`src/rtl/seq_detect_pkg.sv`:
```
// rtl/seq_detect_pkg.sv - shared constants, width helper and mode enum for the serial pattern detector
package seq_detect_pkg;

  function automatic int len_w(input int max_len);
    return $clog2(max_len + 1);
  endfunction

  localparam logic [7:0] DEF_RESET_PATTERN = 8'b0001_0110;
  localparam int         DEF_RESET_LEN     = 5;

  typedef enum logic {
    NON_OVERLAP = 1'b0,
    OVERLAP     = 1'b1
  } mode_e;

endpackage

```
`src/rtl/seq_hit_counter.sv`:
```
// rtl/seq_hit_counter.sv - saturating hit counter with synchronous clear (clear beats increment)
module seq_hit_counter #(
  parameter int CNT_W = 16
) (
  input  logic             clk_i,
  input  logic             rst_ni,
  input  logic             clr_i,
  input  logic             inc_i,
  output logic [CNT_W-1:0] count_o
);

  logic [CNT_W-1:0] count_q;

  always_ff @(posedge clk_i or negedge rst_ni) begin
    if (!rst_ni) begin
      count_q <= '0;
    end else if (clr_i) begin
      count_q <= '0;
    end else if (inc_i && (count_q != {CNT_W{1'b1}})) begin
      count_q <= count_q + CNT_W'(1);
    end
  end

  assign count_o = count_q;

endmodule

```
`src/rtl/seq_detect_param.sv`:
```
// rtl/seq_detect_param.sv - runtime-loadable serial pattern detector, overlap/non-overlap modes
// Hit counter built only when SEQ_DET_HIT_CNT_EN is defined; otherwise hit_count is tied to 0.
module seq_detect_param
  import seq_detect_pkg::*;
#(
  parameter int                 MAX_LEN       = 8,
  parameter int                 CNT_W         = 16,
  parameter logic [MAX_LEN-1:0] RESET_PATTERN = MAX_LEN'(DEF_RESET_PATTERN),
  parameter int                 RESET_LEN     = DEF_RESET_LEN,
  localparam int                LEN_W         = len_w(MAX_LEN)
) (
  input  logic               clk,
  input  logic               rst_n,
  input  logic               data_in,
  input  logic               data_valid,
  input  logic               cfg_load,
  input  logic [MAX_LEN-1:0] cfg_pattern,
  input  logic [LEN_W-1:0]   cfg_len,
  input  logic               cfg_overlap,
  input  logic               cnt_clr,
  output logic               data_out,
  output logic               cfg_err,
  output logic [CNT_W-1:0]   hit_count
);

  logic [MAX_LEN-1:0] pat_q, pat_d;
  logic [LEN_W-1:0]   len_q, len_d;
  logic [LEN_W-1:0]   fill_q, fill_d;
  mode_e              ovl_q, ovl_d;
  logic [MAX_LEN-2:0] hist_q, hist_d;
  logic               data_out_q, cfg_err_q;

  logic [MAX_LEN-1:0] win, mask;
  logic               cfg_ok, fill_enough, fill_sat, match;

  // Window holds the newest MAX_LEN bits including the one on the wire now.
  assign win         = {hist_q, data_in};
  assign cfg_ok      = cfg_load && (cfg_len != '0) && (int'(cfg_len) <= MAX_LEN);
  assign fill_enough = ({1'b0, fill_q} + (LEN_W+1)'(1)) >= {1'b0, len_q};
  assign fill_sat    = (fill_q == LEN_W'(MAX_LEN));

  always_comb begin
    mask = '0;
    for (int i = 0; i < MAX_LEN; i++) begin
      mask[i] = (i < int'(len_q));
    end
  end

  // An accepted load swallows the coincident bit, so no match can fire on it.
  assign match = data_valid && !cfg_ok && fill_enough && ((win & mask) == (pat_q & mask));

  always_comb begin
    pat_d  = pat_q;
    len_d  = len_q;
    ovl_d  = ovl_q;
    hist_d = hist_q;
    fill_d = fill_q;
    if (cfg_ok) begin
      pat_d  = cfg_pattern;
      len_d  = cfg_len;
      ovl_d  = mode_e'(cfg_overlap);
      hist_d = '0;
      fill_d = '0;
    end else if (data_valid) begin
      hist_d = win[MAX_LEN-2:0];
      if (match && (ovl_q == NON_OVERLAP)) begin
        fill_d = '0;
      end else if (!fill_sat) begin
        fill_d = fill_q + LEN_W'(1);
      end
    end
  end

  always_ff @(posedge clk or negedge rst_n) begin
    if (!rst_n) begin
      pat_q      <= RESET_PATTERN;
      len_q      <= LEN_W'(RESET_LEN);
      ovl_q      <= OVERLAP;
      hist_q     <= '0;
      fill_q     <= '0;
      data_out_q <= 1'b0;
      cfg_err_q  <= 1'b0;
    end else begin
      pat_q      <= pat_d;
      len_q      <= len_d;
      ovl_q      <= ovl_d;
      hist_q     <= hist_d;
      fill_q     <= fill_d;
      data_out_q <= match;
      cfg_err_q  <= cfg_load && !cfg_ok;
    end
  end

  assign data_out = data_out_q;
  assign cfg_err  = cfg_err_q;

`ifdef SEQ_DET_HIT_CNT_EN
  seq_hit_counter #(
    .CNT_W(CNT_W)
  ) u_hit_counter (
    .clk_i  (clk),
    .rst_ni (rst_n),
    .clr_i  (cnt_clr || cfg_ok),
    .inc_i  (match),
    .count_o(hit_count)
  );
`else
  logic unused_cnt_clr;
  assign unused_cnt_clr = cnt_clr;
  assign hit_count      = '0;
`endif

endmodule

```
`config.mk`:
```
export PLATFORM = sky130hd
export DESIGN_NAME = seq_detect_param
export DESIGN_NICKNAME = d
export VERILOG_FILES = /design/src/rtl/seq_detect_pkg.sv /design/src/rtl/seq_hit_counter.sv /design/src/rtl/seq_detect_param.sv
export SDC_FILE = /design/constraint.sdc
export NUM_CORES = 1
export LEC_CHECK = 0
export ABC_AREA = 1
export BUFFER_PORTS_ARGS = -buffer_cell sky130_fd_sc_hd__buf_2
export CAP_MARGIN = 30
export CORE_ASPECT_RATIO = 0.8
export CORE_UTILIZATION = 55
export DETAILED_ROUTE_END_ITERATION = 10
export PLACE_DENSITY = 0.88
export SLEW_MARGIN = 5
export SYNTH_ARGS = -nofsm -noshare
export SYNTH_HDL_FRONTEND = slang
export SYNTH_SLANG_ARGS = --single-unit
export TNS_END_PERCENT = 100
```
`constraint.sdc`:
```
create_clock -name clk -period 3.5 [get_ports clk]
set_clock_uncertainty 0.15 [all_clocks]
set_input_delay 0.175 -clock clk [delete_from_list [all_inputs] [get_ports clk]]
set_output_delay 0.175 -clock clk [all_outputs]
set_load 0.05 [all_outputs]
```
==> flow_summary.yaml, run 1 <==
run_status:
  status: "complete, no violations"
finish:
  nets: 260
  area_delta_synth_final_pct: 15.3
  final_cell_mix: "48 x nand2_1, 29 x inv_1, 20 x dfrtp_1, 19 x buf_2, 16 x conb_1"
  mostFrequentLayoutCell: "nand2_1"
  drive_above_1_share_pct: 19.7
  diodes: 0
  stdcell_count: 272
  final.fill_count: 234
cts:
  cts-buffers-inserted: 3
  cts-root-buf: "clkbuf_4"
  clockBufferDepth: 2
  cts_tree: "built"
  cts_num_sinks: 26
  clk_latency_ns: 0.34
  htreeDepth: 1
  path_clk_slew_ns: 0.13
  post_cts_buffers: 0
  cts_resized: 0
setup_path:
  rr_startpoint: "fill_q[0]"
  worstSetupEndpointType: "flip-flop"
  r2r_cells: 12
  r2r_end: "fill_q[1]"
  cp.arrival_ns: 2.31
  cp_max_fo: 5
  required_ns: 3.58
  startpoint_type: "flip-flop"
  r2r_slack_ns: 1.27
  crit_type: "flip-flop to flip-flop"
min_path:
  min_path_cells: 3
  hold_start: "data_in"
  hold_class: "primary input to flip-flop"
  holdPathEnd: "hist_q[0]"
synth:
  synth_top_family_by_area: "simple AND/OR/NAND/NOR gates"
  synth_compound_area_share_pct: 6.49
  syn_avg_cell_area_um2: 8.00
  ys_seq_area_share_pct: 41.2
  synth.distinct_cells: 27
  synth_seq_cells: 26
  synth-edff-count: 0
  synthArstFlopShare_pct: 100
  netlist_instances: 200
  syn_area_um2: 1600
  synth_mux_area_share_pct: 3.52
  synthAdderAreaFrac_pct: 4.69
  synth-simple-area-share_pct: 26.7
  yosys_warnings: 0
  synth_flop_cell: "dfrtp_1"
  synth_xor_area_share_pct: 1.10
timing:
  setup_viol: 0
  rsz0062_at_grt: "no"
  period_share_pct: 63.6
  finalHoldViolations: 0
  finalCriticalPeriod_ns: 2.23
  slew_viol_final: 0
  slew_headroom_pct: 62.8
  worstMarginPinSlew_ns: 0.559
  timing.fmax_mhz: 449
  timing.setup.tns_ns: 0
job:
  drv_cap: 0
route:
  wl_mm: 3.16
  ant_nets: 0
  drt-initial-drc-count: 60
  wire_per_inst_um: 11.6
  dr_total_vias: 1317
  drc_errors: 0
  drtPass1Iterations: 7
  avgViaCountPerCell: 4.84
place:
  port_buffers: 19
  dpl.hpwl_mm: 2.19
  dpl.cell_count: 253
  gp_congestion: 0.789
floorplan:
  pin_count: 37
  core-area_um2: 2770
  std_cell_rows: 17
  die_w_um: 62.3
  initial_utilization_pct: 57.8
  die_y_um: 50.2
  die_area_um2: 3130
pwr:
  peakVddDrop_uv: 370
  leakagePower_nw: 0.996
  powerDensity_nw_per_um2: 482
grt:
  grt_pass1_wl_mm: 5.47
  grt_antenna_before_repair: 0
  grt_start_max_net_pins: 28
  track_usage_pct: 23.5
  overflow: 0
  grt_pass1_vias: 1225
[layer usage]
layer  vias up  share of wire, %  global-route usage (%)
li1        663                 -                       -
met1       599                44                    29.0
met2        46                48                    38.3
met3         9               5.5                    5.68
met4         0               3.0                    13.2
met5         -                 0                       0
[worst max-delay path by stage]
stage                     startpoint        end  slack, ns  cells past startpoint
after global routing       fill_q[0]  fill_q[2]       1.06                     12
after detailed placement   fill_q[0]  fill_q[0]       1.32                     12
final                      fill_q[0]  fill_q[1]       1.27                     12
after floorplan            fill_q[0]  fill_q[2]       1.52                     12
after CTS                  fill_q[0]  fill_q[0]       1.29                     12
after global placement     fill_q[0]  fill_q[0]       1.35                     12
[cell families (layout without fill, tap and decap cells)]
group / after synthesis / count (layout)
buffers and inverters: 50 / 69
adder cells (fa/ha/maj): 6 / 6
flip-flops: 26 / 26
XOR/XNOR: 2 / 2
AND/OR/NAND/NOR: 91 / 91
AO/OA/AOI/OAI: 19 / 19
multiplexers: 5 / 5
other: 1 / 16
[what timing repair did]
item	4_1_cts	5_1_grt
setup endpoints to repair	0	0
hold buffers	15	0
hold endpoints to repair	33	0
[cell type report]
type | count | area (um2) | share of cell area [%]
tap | 38 | 47.5 | 2.58
multi-input combinational | 139 | 739 | 40.1
inverter | 31 | 116 | 6.31
clock buffer | 4 | 36.3 | 1.97
timing repair buffer | 34 | 245 | 13.3
sequential | 26 | 658 | 35.7
[where the power goes]
part	total (W)	switching [W]	internal (W)	leakage, nW
combinational	0.000335	0.000210	0.000125	0.658
clock	0.000153	0.0000889	0.0000639	0.0210
sequential	0.000401	0.0000452	0.000355	0.317
total	0.000889	0.000344	0.000544	0.996
[state kept, by name, indices dropped and copies added (netlist names)]
name	flops
ovl_q	1
hist_q	7
cfg_err	1
data_out	1
len_q	4
pat_q	8
fill_q	4
[cell usage after synthesis, types with 3 or more instances]
library cell / count / share of area [%]
nand2_1: 48 / 11
mux2_1: 3 / 2.1
inv_1: 29 / 6.8
ha_1: 6 / 4.7
dfstp_2: 6 / 9.9
dfrtp_1: 20 / 31
nand3_1: 10 / 3.1
o21ai_0: 5 / 1.6
nand4_1: 4 / 1.6
buf_4: 16 / 7.5
nor2_1: 15 / 3.5
nand2_2: 4 / 1.6
o22ai_1: 5 / 2.0
a21oi_1: 8 / 2.5
nor2_2: 4 / 1.6
[through the flow]
stage | hold slack [ns] | total power, W | worst slack (ns) | utilization [%] | cell area, um2
floorplan | -0.271 | 0.000667 | 1.52 | - | 1660
global placement | 0.0462 | 0.000707 | 1.35 | 59.9 | 1660
detailed placement | 0.0447 | 0.000723 | 1.32 | 59.9 | 1660
CTS | 0.00454 | 0.000893 | 1.29 | 66.7 | 1840
global route | 0.00355 | 0.000968 | 1.06 | 66.7 | 1840
finish | 0.00722 | 0.000889 | 1.27 | 66.7 | 1840
[worst max-delay path, cell delays in order (launching register included)]
cell	delay, ns
dfrtp_1	0.45
ha_1	0.25
xor2_1	0.16
ha_1	0.31
nand3_1	0.09
a21oi_1	0.15
nor2_1	0.07
nor2_2	0.11
nand3_1	0.10
nand3_2	0.07
nand2_2	0.09
nand2_1	0.09
nand2_1	0.05
Note: power is estimated with default switching activity, not from simulation.
==> run 2: changes to the inputs <==
--- a/config.mk
+++ b/config.mk
@@ -5,13 +5,13 @@
 export SDC_FILE = /design/constraint.sdc
 export NUM_CORES = 1
 export LEC_CHECK = 0
-export ABC_AREA = 1
+export ABC_AREA = 0
 export BUFFER_PORTS_ARGS = -buffer_cell sky130_fd_sc_hd__buf_2
 export CAP_MARGIN = 30
 export CORE_ASPECT_RATIO = 0.8
-export CORE_UTILIZATION = 55
+export CORE_UTILIZATION = 48
 export DETAILED_ROUTE_END_ITERATION = 10
-export PLACE_DENSITY = 0.88
+export PLACE_DENSITY = 0.83
 export SLEW_MARGIN = 5
 export SYNTH_ARGS = -nofsm -noshare
 export SYNTH_HDL_FRONTEND = slang
==> constraint.sdc (replaced) <==
create_clock -name clk -period 1.9 [get_ports clk]
set_clock_uncertainty 0.15 [all_clocks]
set_input_delay 0.095 -clock clk [delete_from_list [all_inputs] [get_ports clk]]
set_output_delay 0.095 -clock clk [all_outputs]
set_load 0.05 [all_outputs]
==> run 2 against run 1 <==
Compared with the run above: the run now ends with negative setup slack left; clock power grew to 3.0 times the previous value; die area grew 11%; register-to-register slack lost 1.4 ns; sequential share of layout area shrank 1.6 points; setup slack lost 1.4 ns; global-route usage shrank 2.9 points; total power grew 120%; wire length shrank 1.1%; sequential power grew 86%; combinational power grew 130%.
==> flow_summary.yaml, run 2 <==
synth:
  synth_commonest_cells: "38 x nand2_1, 20 x dfrtp_1, 16 x buf_4"
  syn_area_um2: 1550
  synth_mux_area_share_pct: 5.16
  yosys_warnings: 0
  ys_top_cells_by_area: "dfrtp_1 32%, dfstp_2 10%, nand2_1 9.2%, buf_4 7.7%, mux2i_1 5.2%"
  synth-simple-area-share_pct: 20.2
  synth.distinct_cells: 32
  synthArstFlopShare_pct: 100
  synth_top_family_by_area: "simple AND/OR/NAND/NOR gates"
  syn_avg_cell_area_um2: 9.35
  synth-edff-count: 0
  synth_seq_cells: 26
  synth_flop_cell: "dfrtp_1"
  ys_seq_area_share_pct: 42.4
  synth_xor_area_share_pct: 7.34
  yosysMostFrequentCell: "nand2_1"
  yosysTopAreaCellShare_pct: 32.3
  synth_compound_area_share_pct: 7.50
  netlist_instances: 166
  synthAdderAreaFrac_pct: 4.84
  yosysTopAreaCell: "dfrtp_1"
floorplan:
  initial_utilization_pct: 50.3
  die_w_um: 65.6
  die_y_um: 52.9
  pin_count: 37
  core-area_um2: 3090
  std_cell_rows: 18
  die_area_um2: 3470
place:
  pre_cts_slack_ns: -0.131
  gp_congestion: 0.863
  dpl.hpwl_mm: 2.15
  dpl.cell_count: 227
  port_buffers: 19
finish:
  final_cell_mix: "38 x nand2_1, 20 x dfrtp_1, 19 x buf_2, 16 x conb_1, 16 x dlygate4sd3_1"
  drive_above_1_share_pct: 24.5
  mostFrequentLayoutCell: "nand2_1"
  stdcell_count: 248
  diodes: 0
  area_delta_synth_final_pct: 24.4
  top_register: "pat_q"
  reg_top3: "pat_q x8, hist_q x7"
  nets: 234
  largest_reg_flops: 8
setup_path:
  required_ns: 1.90
  startpoint_type: "flip-flop"
  r2r_slack_ns: -0.11
  cp.arrival_ns: 2.01
  r2r_cells: 7
  worstSetupEndpointType: "flip-flop"
  critical_path.startpoint: "fill_q[0]"
  endpoint: "fill_q[1]"
  r2r_end: "fill_q[1]"
  crit_type: "flip-flop to flip-flop"
  rr_startpoint: "fill_q[0]"
  cp_max_fo: 4
grt:
  grt_pass1_vias: 1139
  grt_start_max_net_pins: 27
  grt_pass1_wl_mm: 5.20
  track_usage_pct: 20.6
  grt_antenna_before_repair: 0
  overflow: 0
cts:
  cts_num_sinks: 26
  cts-root-buf: "clkbuf_8"
  cts_tree: "built"
  htreeDepth: 1
  clockBufferDepth: 2
  path_clk_slew_ns: 0.09
  cts-buffers-inserted: 3
  clk_latency_ns: 0.27
run_status:
  status: "finished, violations left"
  violations: "negative setup slack"
timing:
  period_share_pct: 106
  finalCriticalPeriod_ns: 2.01
  setup_viol: 5
  finalHoldViolations: 0
  setup_ws_ns: -0.107
  rsz0062_at_grt: "yes"
  fin_hold_ws_ns: 0.0306
  worstMarginPinSlew_ns: 0.556
  slew_viol_final: 0
  timing.fmax_mhz: 498
  slew_headroom_pct: 63.0
route:
  wl_mm: 3.12
  drc_errors: 0
  drt-initial-drc-count: 45
  avgViaCountPerCell: 4.92
  wire_per_inst_um: 12.6
  ant_nets: 0
  drtPass1Iterations: 4
  dr_total_vias: 1220
min_path:
  hold_class: "primary input to flip-flop"
pwr:
  powerDensity_nw_per_um2: 1030
  leakagePower_nw: 0.964
  peakVddDrop_uv: 551
  totalPowerFinal_w: 0.00199
job:
  drv_cap: 0
[run 2: stage by stage]
| stage | utilization (%) | setup TNS [ns] | instance area (um2) |
|---|---|---|---|
| floorplan | - | 0 | 1610 |
| global placement | 53.6 | -0.192 | 1660 |
| detailed placement | 53.6 | -0.429 | 1660 |
| CTS | 61.8 | -0.352 | 1910 |
| global route | 62.6 | -0.829 | 1930 |
| finish | 62.6 | -0.441 | 1930 |
[run 2: how the worst min path moves through the flow]
stage,startpoint,endpoint,slack [ns],cells past startpoint
final,cfg_len[0],len_q[3],0.03,4
after global routing,cfg_len[0],len_q[3],0.04,4
after CTS,cfg_len[0],len_q[3],0.02,4
after detailed placement,rst_n,fill_q[0],-0.03,1
after global placement,rst_n,fill_q[0],-0.03,1
after floorplan,rst_n,cfg_err,-0.35,0
[run 2: cell families (layout without fill, tap and decap cells)]
group	count (synthesis)	after routing
simple gates	67	67
buf+inv	28	55
flops	26	26
compound gates	17	17
xor+xnor	13	13
mux	8	8
fa+ha+maj	6	6
other cells	1	16
[run 2: power breakdown]
part | internal (W) | switching [W]
combinational | 0.000360 | 0.000427
sequential | 0.000656 | 0.0000892
clock | 0.000282 | 0.000177
total | 0.00130 | 0.000694
[run 2: what timing repair did]
item                                    in CTS  in global routing
endpoints found under the hold margin       35                  0
gates cloned                                 0                  0
buffers inserted                             1                  0
hold buffers                                16                  0
gates resized for setup                      3                  5
pin swaps                                    3                  2
endpoints found under the setup margin       5                 17
[run 2: layer usage]
| layer | up-vias | track usage (%) | share of wire, % |
|---|---|---|---|
| met1 | 593 | 25.8 | 45 |
| met2 | 32 | 36.3 | 51 |
| met4 | 0 | 3.99 | 0 |
| met3 | 0 | 5.17 | 4.1 |
| li1 | 595 | - | - |
| met5 | - | 0 | 0 |
[run 2: critical path, stage by stage, from the launching register on]
cell and delay (ns):
dfrtp_1 0.42, ha_2 0.22, xor2_1 0.15, ha_1 0.29, o21ai_1 0.06, o21a_1 0.22, nor4_4 0.28, nor3_1 0.09
[run 2: area by class of cell]
cell class | count | area, um2
tap | 40 | 50.0
multi-input combinational | 127 | 791
clock inverter | 1 | 30.0
timing repair buffer | 46 | 342
clock buffer | 3 | 41.3
inverter | 5 | 18.8
fill | 264 | 1150
sequential | 26 | 658
